[config.mk]
export PLATFORM = sky130hd
export DESIGN_NAME = chan_est_weight_manager_flat
export DESIGN_NICKNAME = d
export VERILOG_FILES = /design/src/rtl/const_pack.sv /design/src/rtl/channel_gpack.sv /design/src/rtl/wme_debug_intf.sv /design/src/rtl/wme_inst_decode.sv /design/src/rtl/chan_est_weight_manager.sv /design/src/flat_wrapper.sv
export SDC_FILE = /design/constraint.sdc
export NUM_CORES = 1
export LEC_CHECK = 0
export CORE_MARGIN = 4
export CORE_UTILIZATION = 40
export CTS_CLUSTER_DIAMETER = 150
export CTS_CLUSTER_SIZE = 14
export DETAILED_ROUTE_END_ITERATION = 10
export PLACE_DENSITY_LB_ADDON = 0.05
export SYNTH_ARGS = -nofsm -noshare
export SYNTH_HDL_FRONTEND = slang
export SYNTH_SLANG_ARGS = --single-unit
[constraint.sdc]
create_clock -name clk -period 3.3 [get_ports clk]
set_input_delay 0.66 -clock clk [delete_from_list [all_inputs] [get_ports clk]]
set_output_delay 0.66 -clock clk [all_outputs]
set_load 0.01 [all_outputs]
[src/rtl/const_pack.sv]
// Global system constants shared across the receiver.
package const_pack;
    localparam int Nti = 4;
endpackage

[src/rtl/channel_gpack.sv]
// Channel-estimate sizes, debug instruction layout and shared types for the weight manager.
package channel_gpack;
    localparam int est_channel_depth     = 6;
    localparam int est_channel_precision = 12;

    localparam int WME_LANE_W   = $clog2(const_pack::Nti);
    localparam int WME_TAP_W    = $clog2(est_channel_depth);
    localparam int WME_TAP_OFS  = 0;
    localparam int WME_LANE_OFS = WME_TAP_OFS + WME_TAP_W;
    localparam int WME_OP_OFS   = WME_LANE_OFS + WME_LANE_W;
    localparam int WME_INST_W   = WME_OP_OFS + 1;
    localparam int WME_DATA_W   = 32;

    typedef enum logic {WME_RD = 1'b0, WME_WR = 1'b1} wme_op_e;
    typedef enum logic [1:0] {WME_IDLE, WME_EXEC, WME_WAIT_LOW} wme_state_e;

    function automatic logic in_range(input int idx, input int lim);
        return (idx >= 0) && (idx < lim);
    endfunction
endpackage

[src/rtl/wme_debug_intf.sv]
// JTAG-side debug access to the channel-estimate weight array.
interface wme_debug_intf;
    import channel_gpack::*;

    logic [WME_DATA_W-1:0]                   wme_chan_data;
    logic [WME_INST_W-1:0]                   wme_chan_inst;
    logic                                    wme_chan_exec;
    logic signed [est_channel_precision-1:0] wme_chan_read;

    modport wme (
        input  wme_chan_data,
        input  wme_chan_inst,
        input  wme_chan_exec,
        output wme_chan_read
    );
endinterface

[src/rtl/wme_inst_decode.sv]
// Splits a debug instruction into op/lane/tap and flags addresses outside the array.
module wme_inst_decode
    import channel_gpack::*;
(
    input  logic [WME_INST_W-1:0] inst,
    output logic                  op,
    output logic [WME_LANE_W-1:0] lane,
    output logic [WME_TAP_W-1:0]  tap,
    output logic                  valid
);
    assign op    = inst[WME_OP_OFS];
    assign lane  = inst[WME_LANE_OFS +: WME_LANE_W];
    assign tap   = inst[WME_TAP_OFS +: WME_TAP_W];
    assign valid = in_range(int'(lane), const_pack::Nti) && in_range(int'(tap), est_channel_depth);
endmodule

[src/rtl/chan_est_weight_manager.sv]
// Channel-estimate weight store: datapath adaptation port plus a JTAG debug read/write FSM.
module chan_est_weight_manager
    import channel_gpack::*;
(
    input  logic                                    clk,
    input  logic                                    rst,
    wme_debug_intf.wme                              dbg_intf,
    input  logic                                    upd_en,
    input  logic [WME_LANE_W-1:0]                   upd_lane,
    input  logic [WME_TAP_W-1:0]                    upd_tap,
    input  logic signed [est_channel_precision-1:0] upd_data,
    output logic signed [est_channel_precision-1:0] chan_est [const_pack::Nti][est_channel_depth],
    output logic                                    busy
);
    localparam int NT    = const_pack::Nti;
    localparam int D     = est_channel_depth;
    localparam int P     = est_channel_precision;
    localparam int N_ENT = NT * D;

    wme_state_e              state_q, state_d;
    logic [WME_INST_W-1:0]   inst_q, inst_d;
    logic signed [P-1:0]     data_q, data_d;
    logic signed [P-1:0]     read_q, read_d;
    logic signed [P-1:0]     est_q [NT][D];
    logic signed [P-1:0]     est_d [NT][D];
    logic signed [P-1:0]     rd_val;

    logic                    dec_op;
    logic [WME_LANE_W-1:0]   dec_lane;
    logic [WME_TAP_W-1:0]    dec_tap;
    logic                    dec_valid;
    logic                    dbg_wr_en;
    logic                    dbg_rd_en;
    logic [N_ENT-1:0]        upd_hit;
    logic [N_ENT-1:0]        dbg_hit;
    logic                    unused_data_bits;

    wme_inst_decode u_decode (
        .inst  (inst_q),
        .op    (dec_op),
        .lane  (dec_lane),
        .tap   (dec_tap),
        .valid (dec_valid)
    );

    assign dbg_wr_en = (state_q == WME_EXEC) && (dec_op == WME_WR) && dec_valid;
    assign dbg_rd_en = (state_q == WME_EXEC) && (dec_op == WME_RD);

    // An out-of-range address matches no entry, so both ports ignore it naturally.
    for (genvar gi = 0; gi < N_ENT; gi++) begin : g_entry
        assign upd_hit[gi] = upd_en && (upd_lane == WME_LANE_W'(gi / D))
                                    && (upd_tap == WME_TAP_W'(gi % D));
        assign dbg_hit[gi] = (dec_lane == WME_LANE_W'(gi / D)) && (dec_tap == WME_TAP_W'(gi % D));
        assign chan_est[gi / D][gi % D] = est_q[gi / D][gi % D];
    end

    // Debug write is applied last so it overrides a same-entry adaptation update.
    always_comb begin
        for (int l = 0; l < NT; l++) begin
            for (int t = 0; t < D; t++) begin
                est_d[l][t] = est_q[l][t];
                if (upd_hit[l*D + t]) est_d[l][t] = upd_data;
                if (dbg_wr_en && dbg_hit[l*D + t]) est_d[l][t] = data_q;
            end
        end
    end

    always_comb begin
        rd_val = '0;
        for (int l = 0; l < NT; l++) begin
            for (int t = 0; t < D; t++) begin
                if (dbg_hit[l*D + t]) rd_val = est_q[l][t];
            end
        end
    end

    always_comb begin
        state_d = state_q;
        inst_d  = inst_q;
        data_d  = data_q;
        read_d  = read_q;
        case (state_q)
            WME_IDLE: begin
                if (dbg_intf.wme_chan_exec) begin
                    state_d = WME_EXEC;
                    inst_d  = dbg_intf.wme_chan_inst;
                    data_d  = dbg_intf.wme_chan_data[P-1:0];
                end
            end
            WME_EXEC: begin
                state_d = WME_WAIT_LOW;
                if (dbg_rd_en) read_d = dec_valid ? rd_val : '0;
            end
            WME_WAIT_LOW: begin
                if (!dbg_intf.wme_chan_exec) state_d = WME_IDLE;
            end
            default: state_d = WME_WAIT_LOW;
        endcase
    end

    // Reset lands in WAIT_LOW so an exec level held through reset cannot fire.
    always_ff @(posedge clk) begin
        if (rst) begin
            state_q <= WME_WAIT_LOW;
            inst_q  <= '0;
            data_q  <= '0;
            read_q  <= '0;
            for (int l = 0; l < NT; l++) begin
                for (int t = 0; t < D; t++) begin
                    est_q[l][t] <= '0;
                end
            end
        end else begin
            state_q <= state_d;
            inst_q  <= inst_d;
            data_q  <= data_d;
            read_q  <= read_d;
            est_q   <= est_d;
        end
    end

    assign dbg_intf.wme_chan_read = read_q;
    assign busy                   = (state_q != WME_IDLE);
    assign unused_data_bits       = ^dbg_intf.wme_chan_data[WME_DATA_W-1:P];
endmodule

[src/flat_wrapper.sv]
// flat-port wrapper written by rule: the top's interface ports become plain ports
module chan_est_weight_manager_flat import channel_gpack::*;
  (clk, rst, upd_en, upd_lane, upd_tap, upd_data, chan_est, busy, dbg_intf_wme_chan_data, dbg_intf_wme_chan_inst, dbg_intf_wme_chan_exec, dbg_intf_wme_chan_read);
  wme_debug_intf dbg_intf_i ();
  input  logic clk;
  input  logic rst;
  input  logic upd_en;
  input  logic [WME_LANE_W-1:0] upd_lane;
  input  logic [WME_TAP_W-1:0] upd_tap;
  input  logic signed [est_channel_precision-1:0] upd_data;
  output logic signed [est_channel_precision-1:0] chan_est[const_pack::Nti][est_channel_depth];
  output logic busy;
  input wire logic [$bits(dbg_intf_i.wme_chan_data)-1:0] dbg_intf_wme_chan_data;
  input wire logic [$bits(dbg_intf_i.wme_chan_inst)-1:0] dbg_intf_wme_chan_inst;
  input wire logic [$bits(dbg_intf_i.wme_chan_exec)-1:0] dbg_intf_wme_chan_exec;
  output wire logic [$bits(dbg_intf_i.wme_chan_read)-1:0] dbg_intf_wme_chan_read;
  assign dbg_intf_i.wme_chan_data = dbg_intf_wme_chan_data;
  assign dbg_intf_i.wme_chan_inst = dbg_intf_wme_chan_inst;
  assign dbg_intf_i.wme_chan_exec = dbg_intf_wme_chan_exec;
  assign dbg_intf_wme_chan_read = dbg_intf_i.wme_chan_read;
  chan_est_weight_manager u_core (.clk(clk), .rst(rst), .dbg_intf(dbg_intf_i), .upd_en(upd_en), .upd_lane(upd_lane), .upd_tap(upd_tap), .upd_data(upd_data), .chan_est(chan_est), .busy(busy));
endmodule
==> flow_summary.json <==
{
  "slew_headroom": 0.253,
  "synthArstFlopShare": 0,
  "top_layer": "met4",
  "n_fill_cell": 4005,
  "hold_slack_ps": 473,
  "regArea_mm2": 0.00643,
  "clock_sinks": 320,
  "ff2ff_path_depth": 9,
  "crit_type": "register to register",
  "wl_met3_um": 9280,
  "yosys_warnings": 0,
  "r2r_slack_ps": 300,
  "gp_congestion": 1.00,
  "vdd.ir_drop.worst_mv": 0.318,
  "tns_ps": 0,
  "final-setup-viol-count": 0,
  "hold_violations": 0,
  "cp-start-kind": "register",
  "synth_edf_count": 0,
  "stdcell_count": 2802,
  "multiInputGateArea_mm2": 0.00978,
  "grt_max_degree": 142,
  "fin_worst_skew_ps": 13.2,
  "fin_crit_sh": 0.908,
  "path_max_fanout": 20,
  "grt_pass1_vias": 16500,
  "cp.required_ps": 3730,
  "most-common-layout-cells": "nor2_1, clkdlybuf4s50_1, mux2i_1, dfxtp_1, a211oi_1",
  "timing.rr.start": "u_core.inst_q[1]",
  "min_period_ps": 3000,
  "cts_buffers": 26,
  "ios": 360,
  "fp.coreArea_mm2": 0.0422,
  "clk_latency_ps": 570,
  "grtUsageTotal": 0.342,
  "finalWirelength_um": 84000,
  "cts.htree.levels": 1,
  "dp.cells": 2769,
  "holdPathEnd": "u_core.data_q[11]",
  "hold_path.class": "register to register",
  "timing.rr.end": "u_core.dbg_intf.wme_chan_read[11]",
  "wl_per_cell_um": 30.0,
  "final_nets": 2317,
  "first_pass_iters": 5,
  "final_common_cell": "nor2_1",
  "drv_cap": 0,
  "cts_resized": 0,
  "hold_buffers": 0,
  "root_buffer": "clkbuf_16",
  "start_util": 0.407,
  "p_per_area_mw_per_mm2": 353,
  "syn_to_final_growth_pct": 26.2,
  "vias_per_cell": 6.43,
  "die_x_um": 215,
  "p_total_mw": 7.67,
  "wl_met2_um": 36500,
  "syn_area_mm2": 0.0172,
  "via_count": 18000,
  "synth_cell_types": 68,
  "worstHoldStart": "u_core.data_q[11]",
  "ant_nets": 0,
  "dieArea_mm2": 0.0464,
  "cts_buffer_depth": 3,
  "die_y_um": 215,
  "worst_pin_slew_ps": 1120,
  "fmax_ghz": 0.334,
  "antenna_found_initial": 3,
  "path_clk_slew_ps": 70,
  "status": "finished, final reports clean",
  "synth.avg_cell_area_um2": 8.48,
  "io_buffers": 339,
  "first_iter_violations": 2423,
  "netlist_instances": 2027,
  "power_leakage_nw": 8.87,
  "overflow": 0,
  "worstHoldPathCells": 2,
  "wl_met1_um": 34900,
  "cts_tree": "yes",
  "drive_above_1_share": 0.0735,
  "cp-end-kind": "register",
  "ys_ff_latch": 320,
  "postCtsSetupBuffers": 0,
  "row_count": 75,
  "worstPathArrival_ps": 3430,
  "synthFlopType": "dfxtp_1",
  "ys_seq_area_frac": 0.372,
  "maxSlewViolCount": 0,
  "grt_pass1_wl_um": 120000,
  "synth_nets": 2086,
  "dp_hpwl_um": 56800,
  "rsz0062_at_grt": "no",
  "route.detailed.drc": 0
}
[registers in the layout (all words and copies together) (netlist names)]
register	flops
u_core.inst_q	6
u_core.chan_est	288
u_core.data_q	12
u_core.dbg_intf.wme_chan_read	12
u_core.state_q	2
[layout make-up]
cell class                 count  share of cell area
inverter                       7             0.00121
antenna                        3            0.000346
tap                          539              0.0311
clock buffer                  30              0.0321
sequential                   320               0.296
timing repair buffer         428               0.189
multi-input combinational   1475               0.450
[logic make-up after synthesis]
kind of cell,synth area share
multiplexers,0.192
AO/OA/AOI/OAI,0.224
flip-flops,0.372
buffers and inverters,0.0591
AND/OR/NAND/NOR,0.152
[Yosys cell counts (all sizes together) (7+ instances only)]
| library cell | n | area, µm² |
|---|---|---|
| and3 | 10 | 62.6 |
| dfxtp | 320 | 6410 |
| nor3 | 23 | 125 |
| a22oi | 20 | 150 |
| a211oi | 296 | 2220 |
| o22ai | 16 | 100 |
| nor2 | 357 | 1370 |
| a21oi | 86 | 430 |
| o21ai | 56 | 280 |
| buf | 70 | 409 |
| mux2i | 308 | 3080 |
| clkbuf | 155 | 582 |
| nand2 | 119 | 449 |
| nand2b | 9 | 56.3 |
| nor3b | 8 | 75.1 |
| inv | 7 | 26.3 |
| mux2 | 8 | 90.1 |
| nand3b | 8 | 60.1 |
| nand3 | 29 | 145 |
| a221oi | 13 | 133 |
| nor2b | 12 | 75.1 |
[worst max-delay path, cell delays in order, from the launching register on]
cell and delay (ps):
dfxtp_4 560, nand2b_1 180, buf_4 220, nor2_1 90
a221o_1 390, a2111oi_0 430, buf_4 200, a21oi_1 80
o21ai_0 510, a221oi_1 170
[power breakdown]
part,switching (mW),internal [mW]
clock network,1.47,1.47
logic,0.450,0.239
registers,0.144,3.90
[metrics by stage]
stage	area, µm²	setup slack, ps	util
detailed placement	21000	247	0.498
finish	21700	303	0.514
global placement	21000	269	0.498
global route	21700	244	0.514
CTS	21700	409	0.514
floorplan	17200	1250	-
[worst max-delay path by stage]
stage	end	from	cells after the start
final	u_core.dbg_intf.wme_chan_read[11]	u_core.inst_q[1]	9
after global routing	u_core.dbg_intf.wme_chan_read[2]	u_core.inst_q[0]	7
after CTS	u_core.dbg_intf.wme_chan_read[11]	u_core.inst_q[1]	9
after detailed placement	u_core.chan_est[127]	upd_tap[0]	5
after global placement	u_core.chan_est[130]	upd_tap[0]	5
after floorplan	u_core.chan_est[241]	upd_lane[0]	5
[metal layers]
layer  GRT usage  vias to the layer above
li1            -                     7888
met3      0.0609                      196
met2       0.520                     1268
met5           0                        -
met4       0.122                        0
met1       0.488                     8676
Note: power is estimated with default switching activity, not from simulation.
